[src/rtl/ps2_kbd_pkg.sv]
// Shared types and constants for the PS/2 scan code set 2 key tracker.
// Holds the decoder states, prefix bytes, default key table and event layout.
package ps2_kbd_pkg;

   localparam logic [7:0] PS2_EXT = 8'hE0;
   localparam logic [7:0] PS2_BRK = 8'hF0;

   localparam int KEY_IDX_MAX_W = 5;

   // Entry 0 is the rightmost element: a, b, c, d, up, down, left, right.
   localparam logic [8*9-1:0] KEY_CODES_DEF = {
      9'h174, 9'h16B, 9'h172, 9'h175,
      9'h023, 9'h021, 9'h032, 9'h01C
   };

   typedef enum logic [1:0] {
      ST_IDLE,
      ST_EXT,
      ST_BRK,
      ST_EXT_BRK
   } kbd_state_t;

   typedef struct packed {
      logic [KEY_IDX_MAX_W-1:0] key;
      logic                     make;
   } kbd_evt_t;

endpackage

[src/rtl/ps2_evt_fifo.sv]
// First-word fall-through event FIFO; callers never push while full
// unless popping in the same cycle.
module ps2_evt_fifo #(
   parameter int WIDTH = 6,
   parameter int DEPTH = 8
) (
   input  logic             clk,
   input  logic             reset,
   input  logic             push,
   input  logic [WIDTH-1:0] din,
   input  logic             pop,
   output logic [WIDTH-1:0] dout,
   output logic             full,
   output logic             empty
);

   localparam int AW = $clog2(DEPTH);

   logic [WIDTH-1:0] mem [DEPTH];
   logic [AW:0]      wr_ptr;
   logic [AW:0]      rd_ptr;
   logic             do_push;
   logic             do_pop;

   assign empty   = (wr_ptr == rd_ptr);
   assign full    = (wr_ptr[AW] != rd_ptr[AW]) &&
                    (wr_ptr[AW-1:0] == rd_ptr[AW-1:0]);
   assign do_pop  = pop & ~empty;
   assign do_push = push & (~full | do_pop);

   // Head is masked while empty so the output reads zero after reset.
   assign dout = empty ? '0 : mem[rd_ptr[AW-1:0]];

   always_ff @(posedge clk) begin
      if (do_push)
         mem[wr_ptr[AW-1:0]] <= din;
   end

   always_ff @(posedge clk or posedge reset) begin
      if (reset) begin
         wr_ptr <= '0;
         rd_ptr <= '0;
      end else begin
         if (do_push)
            wr_ptr <= wr_ptr + 1'b1;
         if (do_pop)
            rd_ptr <= rd_ptr + 1'b1;
      end
   end

endmodule

[src/rtl/ps2_key_tracker.sv]
// Scan code set 2 decoder with per-key held state and a press/release
// event queue; a prefix timeout drops truncated E0/F0 sequences.
module ps2_key_tracker
   import ps2_kbd_pkg::*;
#(
   parameter int                    NUM_KEYS    = 8,
   parameter logic [NUM_KEYS*9-1:0] KEY_CODES   = KEY_CODES_DEF,
   parameter int                    FIFO_DEPTH  = 8,
   parameter int                    TIMEOUT_CYC = 100000,
   parameter int IDX_W = (NUM_KEYS > 1) ? $clog2(NUM_KEYS) : 1
) (
   input  logic                clk,
   input  logic                reset,
   input  logic                rx_done_tick,
   input  logic [7:0]          rx_data,
   output logic [NUM_KEYS-1:0] key_held,
   output logic                evt_valid,
   input  logic                evt_ready,
   output logic [IDX_W-1:0]    evt_key,
   output logic                evt_make,
   output logic                evt_overflow
);

   localparam int CNT_W = $clog2(TIMEOUT_CYC);
   localparam logic [CNT_W-1:0] TO_MAX = CNT_W'(TIMEOUT_CYC - 1);

   kbd_state_t       state;
   logic [CNT_W-1:0] to_cnt;

   logic             is_pfx;
   logic             do_lookup;
   logic             lk_ext;
   logic             lk_make;
   logic             hit;
   logic [IDX_W-1:0] hit_idx;
   logic             evt_push;

   logic             fifo_push;
   logic             fifo_pop;
   logic             fifo_full;
   logic             fifo_empty;
   kbd_evt_t         fifo_din;
   kbd_evt_t         fifo_dout;

   assign is_pfx = (rx_data == PS2_EXT) || (rx_data == PS2_BRK);

   always_comb begin
      do_lookup = 1'b0;
      lk_ext    = 1'b0;
      lk_make   = 1'b1;
      unique case (state)
         ST_IDLE: begin
            do_lookup = rx_done_tick & ~is_pfx;
         end
         ST_EXT: begin
            do_lookup = rx_done_tick & ~is_pfx;
            lk_ext    = 1'b1;
         end
         ST_BRK: begin
            do_lookup = rx_done_tick;
            lk_make   = 1'b0;
         end
         ST_EXT_BRK: begin
            do_lookup = rx_done_tick;
            lk_ext    = 1'b1;
            lk_make   = 1'b0;
         end
         default: ;
      endcase
   end

   // Scan downward so the lowest matching index is the one kept.
   always_comb begin
      hit     = 1'b0;
      hit_idx = '0;
      for (int i = NUM_KEYS - 1; i >= 0; i--) begin
         if (KEY_CODES[9*i +: 9] == {lk_ext, rx_data}) begin
            hit     = 1'b1;
            hit_idx = IDX_W'(i);
         end
      end
   end

   assign evt_push  = do_lookup & hit & (lk_make ^ key_held[hit_idx]);
   assign fifo_pop  = evt_ready & ~fifo_empty;
   assign fifo_push = evt_push & (~fifo_full | fifo_pop);

   assign fifo_din.key  = KEY_IDX_MAX_W'(hit_idx);
   assign fifo_din.make = lk_make;

   always_ff @(posedge clk or posedge reset) begin
      if (reset) begin
         state  <= ST_IDLE;
         to_cnt <= '0;
      end else if (rx_done_tick) begin
         to_cnt <= '0;
         unique case (state)
            ST_IDLE: begin
               if (rx_data == PS2_EXT)
                  state <= ST_EXT;
               else if (rx_data == PS2_BRK)
                  state <= ST_BRK;
            end
            ST_EXT: begin
               if (rx_data == PS2_BRK)
                  state <= ST_EXT_BRK;
               else if (rx_data != PS2_EXT)
                  state <= ST_IDLE;
            end
            default: state <= ST_IDLE;
         endcase
      end else if (state != ST_IDLE) begin
         if (to_cnt == TO_MAX) begin
            state  <= ST_IDLE;
            to_cnt <= '0;
         end else begin
            to_cnt <= to_cnt + 1'b1;
         end
      end
   end

   always_ff @(posedge clk or posedge reset) begin
      if (reset) begin
         key_held     <= '0;
         evt_overflow <= 1'b0;
      end else begin
         if (evt_push)
            key_held[hit_idx] <= lk_make;
         if (evt_push & fifo_full & ~fifo_pop)
            evt_overflow <= 1'b1;
      end
   end

   ps2_evt_fifo #(
      .WIDTH ($bits(kbd_evt_t)),
      .DEPTH (FIFO_DEPTH)
   ) u_fifo (
      .clk   (clk),
      .reset (reset),
      .push  (fifo_push),
      .din   (fifo_din),
      .pop   (fifo_pop),
      .dout  (fifo_dout),
      .full  (fifo_full),
      .empty (fifo_empty)
   );

   assign evt_valid = ~fifo_empty;
   assign evt_key   = fifo_dout.key[IDX_W-1:0];
   assign evt_make  = fifo_dout.make;

endmodule

[config.mk]
export PLATFORM = sky130hd
export DESIGN_NAME = ps2_key_tracker
export DESIGN_NICKNAME = d
export VERILOG_FILES = /design/src/rtl/ps2_kbd_pkg.sv /design/src/rtl/ps2_evt_fifo.sv /design/src/rtl/ps2_key_tracker.sv
export SDC_FILE = /design/constraint.sdc
export NUM_CORES = 1
export LEC_CHECK = 0
export BUFFER_PORTS_ARGS = -buffer_cell sky130_fd_sc_hd__buf_2
export CAP_MARGIN = 10
export CORE_UTILIZATION = 50
export CTS_CLUSTER_DIAMETER = 100
export DETAILED_ROUTE_END_ITERATION = 10
export PLACE_DENSITY = 0.75
export SYNTH_ARGS = -nofsm -noshare
export SYNTH_HDL_FRONTEND = slang
export SYNTH_HIERARCHICAL = 1
export SYNTH_SLANG_ARGS = --single-unit
[constraint.sdc]
create_clock -name clk -period 2.96 [get_ports clk]
set_input_delay 0.444 -clock clk [delete_from_list [all_inputs] [get_ports clk]]
set_output_delay 0.444 -clock clk [all_outputs]
set_load 0.02 [all_outputs]
==> metrics.cfg, run 1 <==
[place]
place_congestion=0.8734
port_buffers=25
place_hpwl_mm=5.273
place_ws_ns=0.05060

[final_layout]
ff_latch_area_um2=1862
num_antenna_cells=0
multi_input_area_um2=1687
syn2layout_area_growth_pct=11.99
final_nets=383
layout-drive-gt1-share=0.2392
fillers=622

[route]
routed_wirelength_mm=7.381
wire_per_inst_um=15.67
drtAntennaViolNets=0
drt-vias-per-instance=5.783
num_vias=2724
firstDrtPassIters=4
drc_errors=0
drt-initial-drc-count=115

[setup_path]
arrival_ns=2.86
critical_path_class=reg -> reg
critPathMaxFanout=10
critPathLaunchType=flip-flop
worst_ep_required_time_ns=3.01
critPathCaptureType=flip-flop

[global_route]
grt_pass1_vias=2480
grt_pass1_wl_mm=11.99
grt-ovfl-total=0
track_usage=0.2049
use_met2=0.3308
antenna_found_initial=0
gr-usage-met1=0.2696
grt_use_met3=0.05749
busiest_layer=met2
grt_max_degree=29

[clock_network]
cts_tree=done
clk_latency_ns=0.33
cts-buffers-inserted=9
clk_pin_slew_ns=0.07
cts-htree-levels=3
cts-hold-fix-buffers=0
root_buffer=clkbuf_8
clock-sinks=68
cts_max_path_buffers=2

[synthesis]
syn_nets=348
yosysWarnings=6
netlist_area_um2=3715
syn_inst=333
synth.avg_cell_area_um2=11.16

[power_and_ir_drop]
internal_power_mw=1.667
power.net_switching_mw=0.7626
pwr-share-clk=0.265
power.total_mw=2.429
swShare=0.3139
power_leakage_nw=1.752
share_comb_of_total_power=0.274
power_density_nw_per_um2=583.9
seq_power_share=0.462
peakVddDrop_mv=0.3149

[sta]
relSlewSlack=0.5782
fin_hold_ws_ns=0.05255
setup_viol_count_final=0
drv_slew=0
rsz0062_at_grt=no
postLayoutSetupSlackWorst_ns=0.1502
layout_min_cycle_time_ns=2.810
finalSetupTns_ns=0
layout_worst_path_cycle_share=0.9493
hold_violations=0
tightest_slew_ns=0.6248
fmax_mhz=355.9
fin_skew_ns=0.01372

[floorplanning]
die_h_um=88.20
num_rows=31
core_area_um2=7214
die_x_um=88.20
die-area_um2=7778
top_level_ports=26
start_util=0.5149

[min_path]
hp-class=in -> async

[flow_run]
drv_cap=0

[run_status]
outcome=finished, final reports clean

[stage by stage]
stage	cell area, µm²	instances	utilization
after global routing	4160	471	0.5767
final	4160	471	0.5767
after CTS	4135	470	0.5732
after global placement	3971	455	0.5505
after floorplan	3721	333	-
after detailed placement	3971	455	0.5505
[critical path, cell delays in order, from the launching register on]
cell and delay, ns:
dfrtp_1 0.52, and4_1 0.27, o211a_1 0.25, a2111oi_4 0.37, nor3b_4 0.09, xnor2_1 0.19
o211a_1 0.29, nand2_1 0.11, nor4_1 0.24, buf_4 0.20
[placed cells by master, fill, tap and decap left out, types with 4 or more instances in the layout]
cell / instances
dfrtp_1: 36
edfxtp_1: 32
nand2_1: 28
o21ai_0: 28
nor2_1: 28
buf_2: 25
buf_4: 21
nand3_1: 11
inv_1: 11
nand4_1: 10
clkbuf_8: 10
nor3_1: 8
mux4_2: 8
nor4_1: 6
mux2i_1: 6
nor2b_1: 5
o31ai_1: 5
a21oi_1: 5
a2bb2oi_1: 5
nand3b_1: 4
xnor2_1: 4
xnor2_2: 4
[worst paths after layout]
kind	from	endpoint	slack [ns]	cells past startpoint
worst max-delay path	state[0]$_DFFE_PP0P_	u_fifo/mem[1][2]$_DFFE_PP_	0.15	9
worst min-delay path	reset	u_fifo/wr_ptr[1]$_DFFE_PP0P_	0.05	2
worst max register to register	state[0]$_DFFE_PP0P_	u_fifo/mem[1][2]$_DFFE_PP_	0.15	9
worst min register to register	evt_overflow$_DFFE_PP0P_	evt_overflow$_DFFE_PP0P_	0.48	1
max in group asynchronous	reset	to_cnt[9]$_DFFE_PP0N_	2.50	3
min in group clk	rx_data[4]	state[0]$_DFFE_PP0P_	0.34	2
[repair_timing]
action                     in CTS  in global routing
setup endpoints to repair       0                 33
resized for setup               0                  2
buffers inserted                0                  1
[layout make-up]
class	instances	area share
well taps	99	0.02977
multi-input cells	232	0.4054
repair buffers	46	0.06797
inverters	11	0.009925
clock inverters	5	0.006316
flip-flops and latches	68	0.4475
clock buffers	10	0.03308
[sequential cells by signal, summed over array words and instances, names as in the netlist]
signal and count:
state 2, u_fifo/mem 32, to_cnt 17, evt_overflow 1
u_fifo/wr_ptr 4, key_held 8, u_fifo/rd_ptr 4
[power groups by stage]
stage | sequential (mW) | combinational [mW] | clock (mW)
floorplan | 1.09 | 0.598 | 0
global placement | 1.14 | 0.650 | 0
detailed placement | 1.14 | 0.669 | 0
CTS | 1.12 | 0.671 | 0.662
global route | 1.13 | 0.728 | 0.705
finish | 1.12 | 0.665 | 0.643
[layer usage]
layer | routed length, µm | share of wire | vias to the layer above
met5 | 0 | 0 | -
met4 | 63 | 0.0085 | 0
met3 | 289 | 0.039 | 6
met2 | 3645 | 0.49 | 52
met1 | 3383 | 0.46 | 1349
li1 | - | - | 1317
(Power assumes the default switching activity.)
==> run 2, diff against run 1 <==
Settings changed: PLACE_DENSITY 0.75 to unset, PLACE_DENSITY_LB_ADDON set to 0.3.
==> run 2 against run 1 <==
- worst setup slack lost 0.056 ns
- sequential power hardly changed
- die area unchanged
- largest power group unchanged
- register-to-register slack got worse by 0.06 ns
- combinational power is essentially flat
- clock skew shrank 0.0049 ns
- core utilization is 0.42 points higher
- first-iteration DRC count is 96% higher
- sequential share of layout area fell by 0.32 points
- largest cell class unchanged
- maximum frequency down 1.9%
==> metrics.cfg, run 2 (synthesis results as in run 1) <==
[run_status]
outcome=finished, final reports clean

[flow_run]
drv_cap=0

[route]
firstDrtPassIters=5
drt-vias-per-instance=5.809
drc_errors=0
wire_per_inst_um=16.62
num_vias=2736
drt-initial-drc-count=225
routed_wirelength_mm=7.826
drtAntennaViolNets=0

[clock_network]
root_buffer=clkbuf_8
cts_resized=0
cts-buffers-inserted=9
cts_max_path_buffers=2
cts_setup_buffers=0
clk_latency_ns=0.34
cts_tree=done
clock-sinks=68
clk_pin_slew_ns=0.08
cts-htree-levels=3
cts-hold-fix-buffers=0

[global_route]
grt_pass1_vias=2535
track_usage=0.2122
antenna_found_initial=0
grt-ovfl-total=0
grt_max_degree=29
grt_pass1_wl_mm=12.33

[min_path]
hp-class=in -> async

[final_layout]
largest_reg_flops=32
fin_area_um2=4190
final_nets=382
final_common_cell=dfrtp_1
syn2layout_area_growth_pct=12.80
layout-drive-gt1-share=0.2419
final_cells=471
fillers=627
layout_common_cells=dfrtp_1, edfxtp_1, nand2_1, o21ai_0, nor2_1
num_antenna_cells=0

[sta]
hold_violations=0
fin_skew_ns=0.008794
layout_worst_path_cycle_share=0.9681
fmax_mhz=349.0
finalSetupTns_ns=0
relSlewSlack=0.4997
layout_min_cycle_time_ns=2.866
tightest_slew_ns=0.7477
drv_slew=0
fin_hold_ws_ns=0.03830
setup_viol_count_final=0

[floorplanning]
die_x_um=88.20
num_rows=31
start_util=0.5149
die-area_um2=7778
die_h_um=88.20
core_area_um2=7214
top_level_ports=26

[setup_path]
critPathCaptureType=flip-flop
critical_path_class=reg -> reg
arrival_ns=2.92
critPathLaunchType=flip-flop
critPathMaxFanout=10
worst_ep_required_time_ns=3.02

[place]
place_hpwl_mm=5.381
place_congestion=0.9206
placed_area_um2=3971
port_buffers=25
numPlacedInstances=455

[power_and_ir_drop]
power_leakage_nw=1.755
power.total_mw=2.559
peakVddDrop_mv=0.3427
power_density_nw_per_um2=610.7

-- run 2: worst paths after layout --
check	start	to	slack, ns	cells past startpoint
setup / recovery	state[0]$_DFFE_PP0P_	u_fifo/mem[0][2]$_DFFE_PP_	0.09	9
hold / removal	reset	u_fifo/wr_ptr[3]$_DFFE_PP0P_	0.04	2
setup reg to reg	state[0]$_DFFE_PP0P_	u_fifo/mem[0][2]$_DFFE_PP_	0.09	9
hold reg to reg	evt_overflow$_DFFE_PP0P_	evt_overflow$_DFFE_PP0P_	0.48	1
max in group asynchronous	reset	to_cnt[2]$_DFFE_PP0N_	2.49	3
min in group clk	rx_data[4]	state[0]$_DFFE_PP0P_	0.34	2
-- run 2: critical path: stages (launching register included) --
cell	delay [ns]
dfrtp_1	0.51
and4_1	0.27
o211a_1	0.26
a2111oi_4	0.42
nor3b_4	0.09
xnor2_1	0.20
o211a_1	0.25
nand2b_1	0.09
nor4_1	0.28
buf_4	0.21
-- run 2: power breakdown --
group | switching (mW) | internal, mW
Sequential | 0.0942 | 1.03
Combinational | 0.348 | 0.314
Clock | 0.360 | 0.410
Total | 0.802 | 1.76
-- run 2: layout make-up --
class / count / area (µm²) / share of cell area
inverters: 11 / 41.29 / 0.009854
multi-input cells: 232 / 1687 / 0.4025
well taps: 99 / 123.9 / 0.02956
flip-flops and latches: 68 / 1862 / 0.4443
clock buffers: 10 / 137.6 / 0.03285
clock inverters: 6 / 63.81 / 0.01523
repair buffers: 45 / 275.3 / 0.06569
-- run 2: per-stage QoR --
step	worst slack (ns)	utilization
5_1_grt	-0.02559	0.5808
3_3_place_gp	0.09035	0.5505
2_1_floorplan	0.06543	-
4_1_cts	0.05814	0.5784
6_report	0.09429	0.5808
3_5_place_dp	-0.004013	0.5505
-- run 2: metal layers --
metal | up-vias | part of all wire | GRT usage
met1 | 1331 | 0.49 | 0.3091
met2 | 80 | 0.45 | 0.3105
li1 | 1314 | - | -
met3 | 11 | 0.040 | 0.04524
met5 | - | 0 | 0
met4 | 0 | 0.016 | 0.08065
==> run 3, diff against run 2 <==
Settings changed: CTS_CLUSTER_DIAMETER 100 to unset, SYNTH_HIERARCHICAL 1 to unset.
==> run 3 against run 2 <==
- maximum frequency up 4.0%
- final cell count is 14% lower
- sequential power about the same
- critical path depth is 2 lower
- largest cell class unchanged
==> metrics.cfg, run 3 <==
[run_status]
outcome=finished, final reports clean

[clock_network]
cts_max_path_buffers=2
clock-sinks=68
cts_resized=0
cts-hold-fix-buffers=0
cts-htree-levels=3
cts_setup_buffers=0
cts_tree=done
clk_pin_slew_ns=0.07
clk_latency_ns=0.34
cts-buffers-inserted=9
root_buffer=clkbuf_8

[route]
drt-initial-drc-count=169
drt-vias-per-instance=5.854
wire_per_inst_um=16.76
drc_errors=0
drtAntennaViolNets=0
routed_wirelength_mm=6.789
firstDrtPassIters=4
num_vias=2371

[synthesis]
synth_top_area_frac=0.2776
synth.avg_cell_area_um2=12.02
syn_inst=288
synthFlopType=dfrtp_1
seq_area_frac_synth=0.5378
yosysTopAreaCell=edfxtp_1
syn_nets=303
ys_top_cells_by_count=dfrtp_1, edfxtp_1, nor2_1
yosysWarnings=0
async_flop_share=0.5294
netlist_area_um2=3462
ys_types=62
synth_edf_count=32
synth-seq-cells=68
yosysMostFrequentCell=dfrtp_1
ys_top_cells_by_area=edfxtp_1, dfrtp_1, mux4_2, xnor2_1, nor2_1

[setup_path]
r2r_cells=7
cpPeakStageDelay_ns=0.50
worst_ep_required_time_ns=2.94
cp_num_buf_inv=0
critical_path_class=reg -> reg
critPathCaptureType=flip-flop
arrival_ns=2.74
critPathMaxFanout=7
crit_chain=or3_1, a211oi_2, nor2_2, a21o_4, xnor2_4, nand2_4, nor3_1
cp_top_family=simple AND/OR/NAND/NOR gates
critPathLaunchType=flip-flop
cp_slowest_cell=nor3_1
path_depth=7

[power_and_ir_drop]
internal_power_mw=1.741
power.total_mw=2.426
peakVddDrop_mv=0.2666
power.net_switching_mw=0.6846
power_density_nw_per_um2=621.2
share_comb_of_total_power=0.195
swShare=0.2822
pwr-share-clk=0.340
seq_power_share=0.465
power_leakage_nw=1.650

[sta]
drv_slew=0
tightest_slew_ns=0.6868
relSlewSlack=0.5421
setup_viol_count_final=0
layout_worst_path_cycle_share=0.9306
fin_skew_ns=0.008859
layout_min_cycle_time_ns=2.755
hold_violations=0
finalSetupTns_ns=0
rsz0062_at_grt=no
fmax_mhz=363.0
postLayoutSetupSlackWorst_ns=0.2055

[floorplanning]
die-area_um2=7261
die_h_um=85.21
core_area_um2=6531
die_x_um=85.21
top_level_ports=26
start_util=0.5301
num_rows=29

[global_route]
antenna_found_initial=0
grt_max_degree=37
grt_pass1_wl_mm=11.45
grt-ovfl-total=0
track_usage=0.2094
grt_pass1_vias=2344

[final_layout]
syn2layout_area_growth_pct=12.79
final_nets=338
num_antenna_cells=0
layout-drive-gt1-share=0.2530
largest_reg_flops=32
layout_common_cells=dfrtp_1, edfxtp_1, buf_2
final_common_cell=dfrtp_1

[min_path]
hp-class=in -> async

[place]
port_buffers=25
place_ws_ns=0.1165
place_hpwl_mm=4.792
place_congestion=0.8972

[flow_run]
drv_cap=0

## run 3: cell families after synthesis
family | share of synthesized area
xor gates and xnor gates | 0.06361
and+or+nand+nor | 0.1905
muxes | 0.08710
buffers and inverters | 0.02855
adders and majority gates | 0.01084
DFF | 0.5378
AOI/OAI and AO/OA | 0.08168
## run 3: worst paths after layout
kind	start	to	slack (ns)
worst min-delay path	reset	u_fifo.rd_ptr[2]$_DFFE_PP0P_	0.20
min in group clk	rx_done_tick	to_cnt[4]$_DFFE_PP0N_	0.35
worst max register to register	state[0]$_DFFE_PP0P_	u_fifo.mem[3][2]$_DFFE_PP_	0.21
worst min register to register	u_fifo.wr_ptr[3]$_DFFE_PP0P_	u_fifo.wr_ptr[3]$_DFFE_PP0P_	0.50
max in group asynchronous	reset	key_held[1]$_DFFE_PP0P_	2.43
worst max-delay path	state[0]$_DFFE_PP0P_	u_fifo.mem[3][2]$_DFFE_PP_	0.21
## run 3: final cells by class
| class | instances | area, µm² |
|---|---|---|
| Tap cell | 77 | 96.34 |
| Inverter | 8 | 30.03 |
| Multi-Input combinational cell | 201 | 1501 |
| Sequential cell | 68 | 1862 |
| Fill cell | 557 | 2626 |
| Timing Repair Buffer | 35 | 200.2 |
| Clock inverter | 7 | 91.34 |
| Clock buffer | 9 | 123.9 |
## run 3: per-layer routing
metal,GRT usage,vias to the layer above,wire [µm]
met5,0,-,0
met1,0.2824,1179,3193
met3,0.04475,10,239
met2,0.3350,48,3255
met4,0.08012,0,99
li1,-,1134,-
## run 3: worst reg2reg max path: stages, from the launching register on
cell      delay (ns)
dfrtp_1         0.45
or3_1           0.41
a211oi_2        0.39
nor2_2          0.08
a21o_4          0.26
xnor2_4         0.21
nand2_4         0.11
nor3_1          0.50
## run 3: stage by stage
step           area [µm²]  utilization  hold slack [ns]  instances
2_1_floorplan        3462            -           0.4365        288
3_3_place_gp         3690       0.5649           0.4667        389
3_5_place_dp         3690       0.5649           0.4869        389
4_1_cts              3905       0.5979           0.2068        405
5_1_grt              3905       0.5979           0.2391        405
6_report             3905       0.5979           0.1976        405
## run 3: power by group through the flow
stage | sequential (mW) | combinational [mW] | clock (mW)
final | 1.13 | 0.473 | 0.824
after global routing | 1.14 | 0.521 | 0.886
after CTS | 1.13 | 0.478 | 0.842
after detailed placement | 1.15 | 0.478 | 0
after global placement | 1.15 | 0.471 | 0
after floorplan | 1.07 | 0.438 | 0
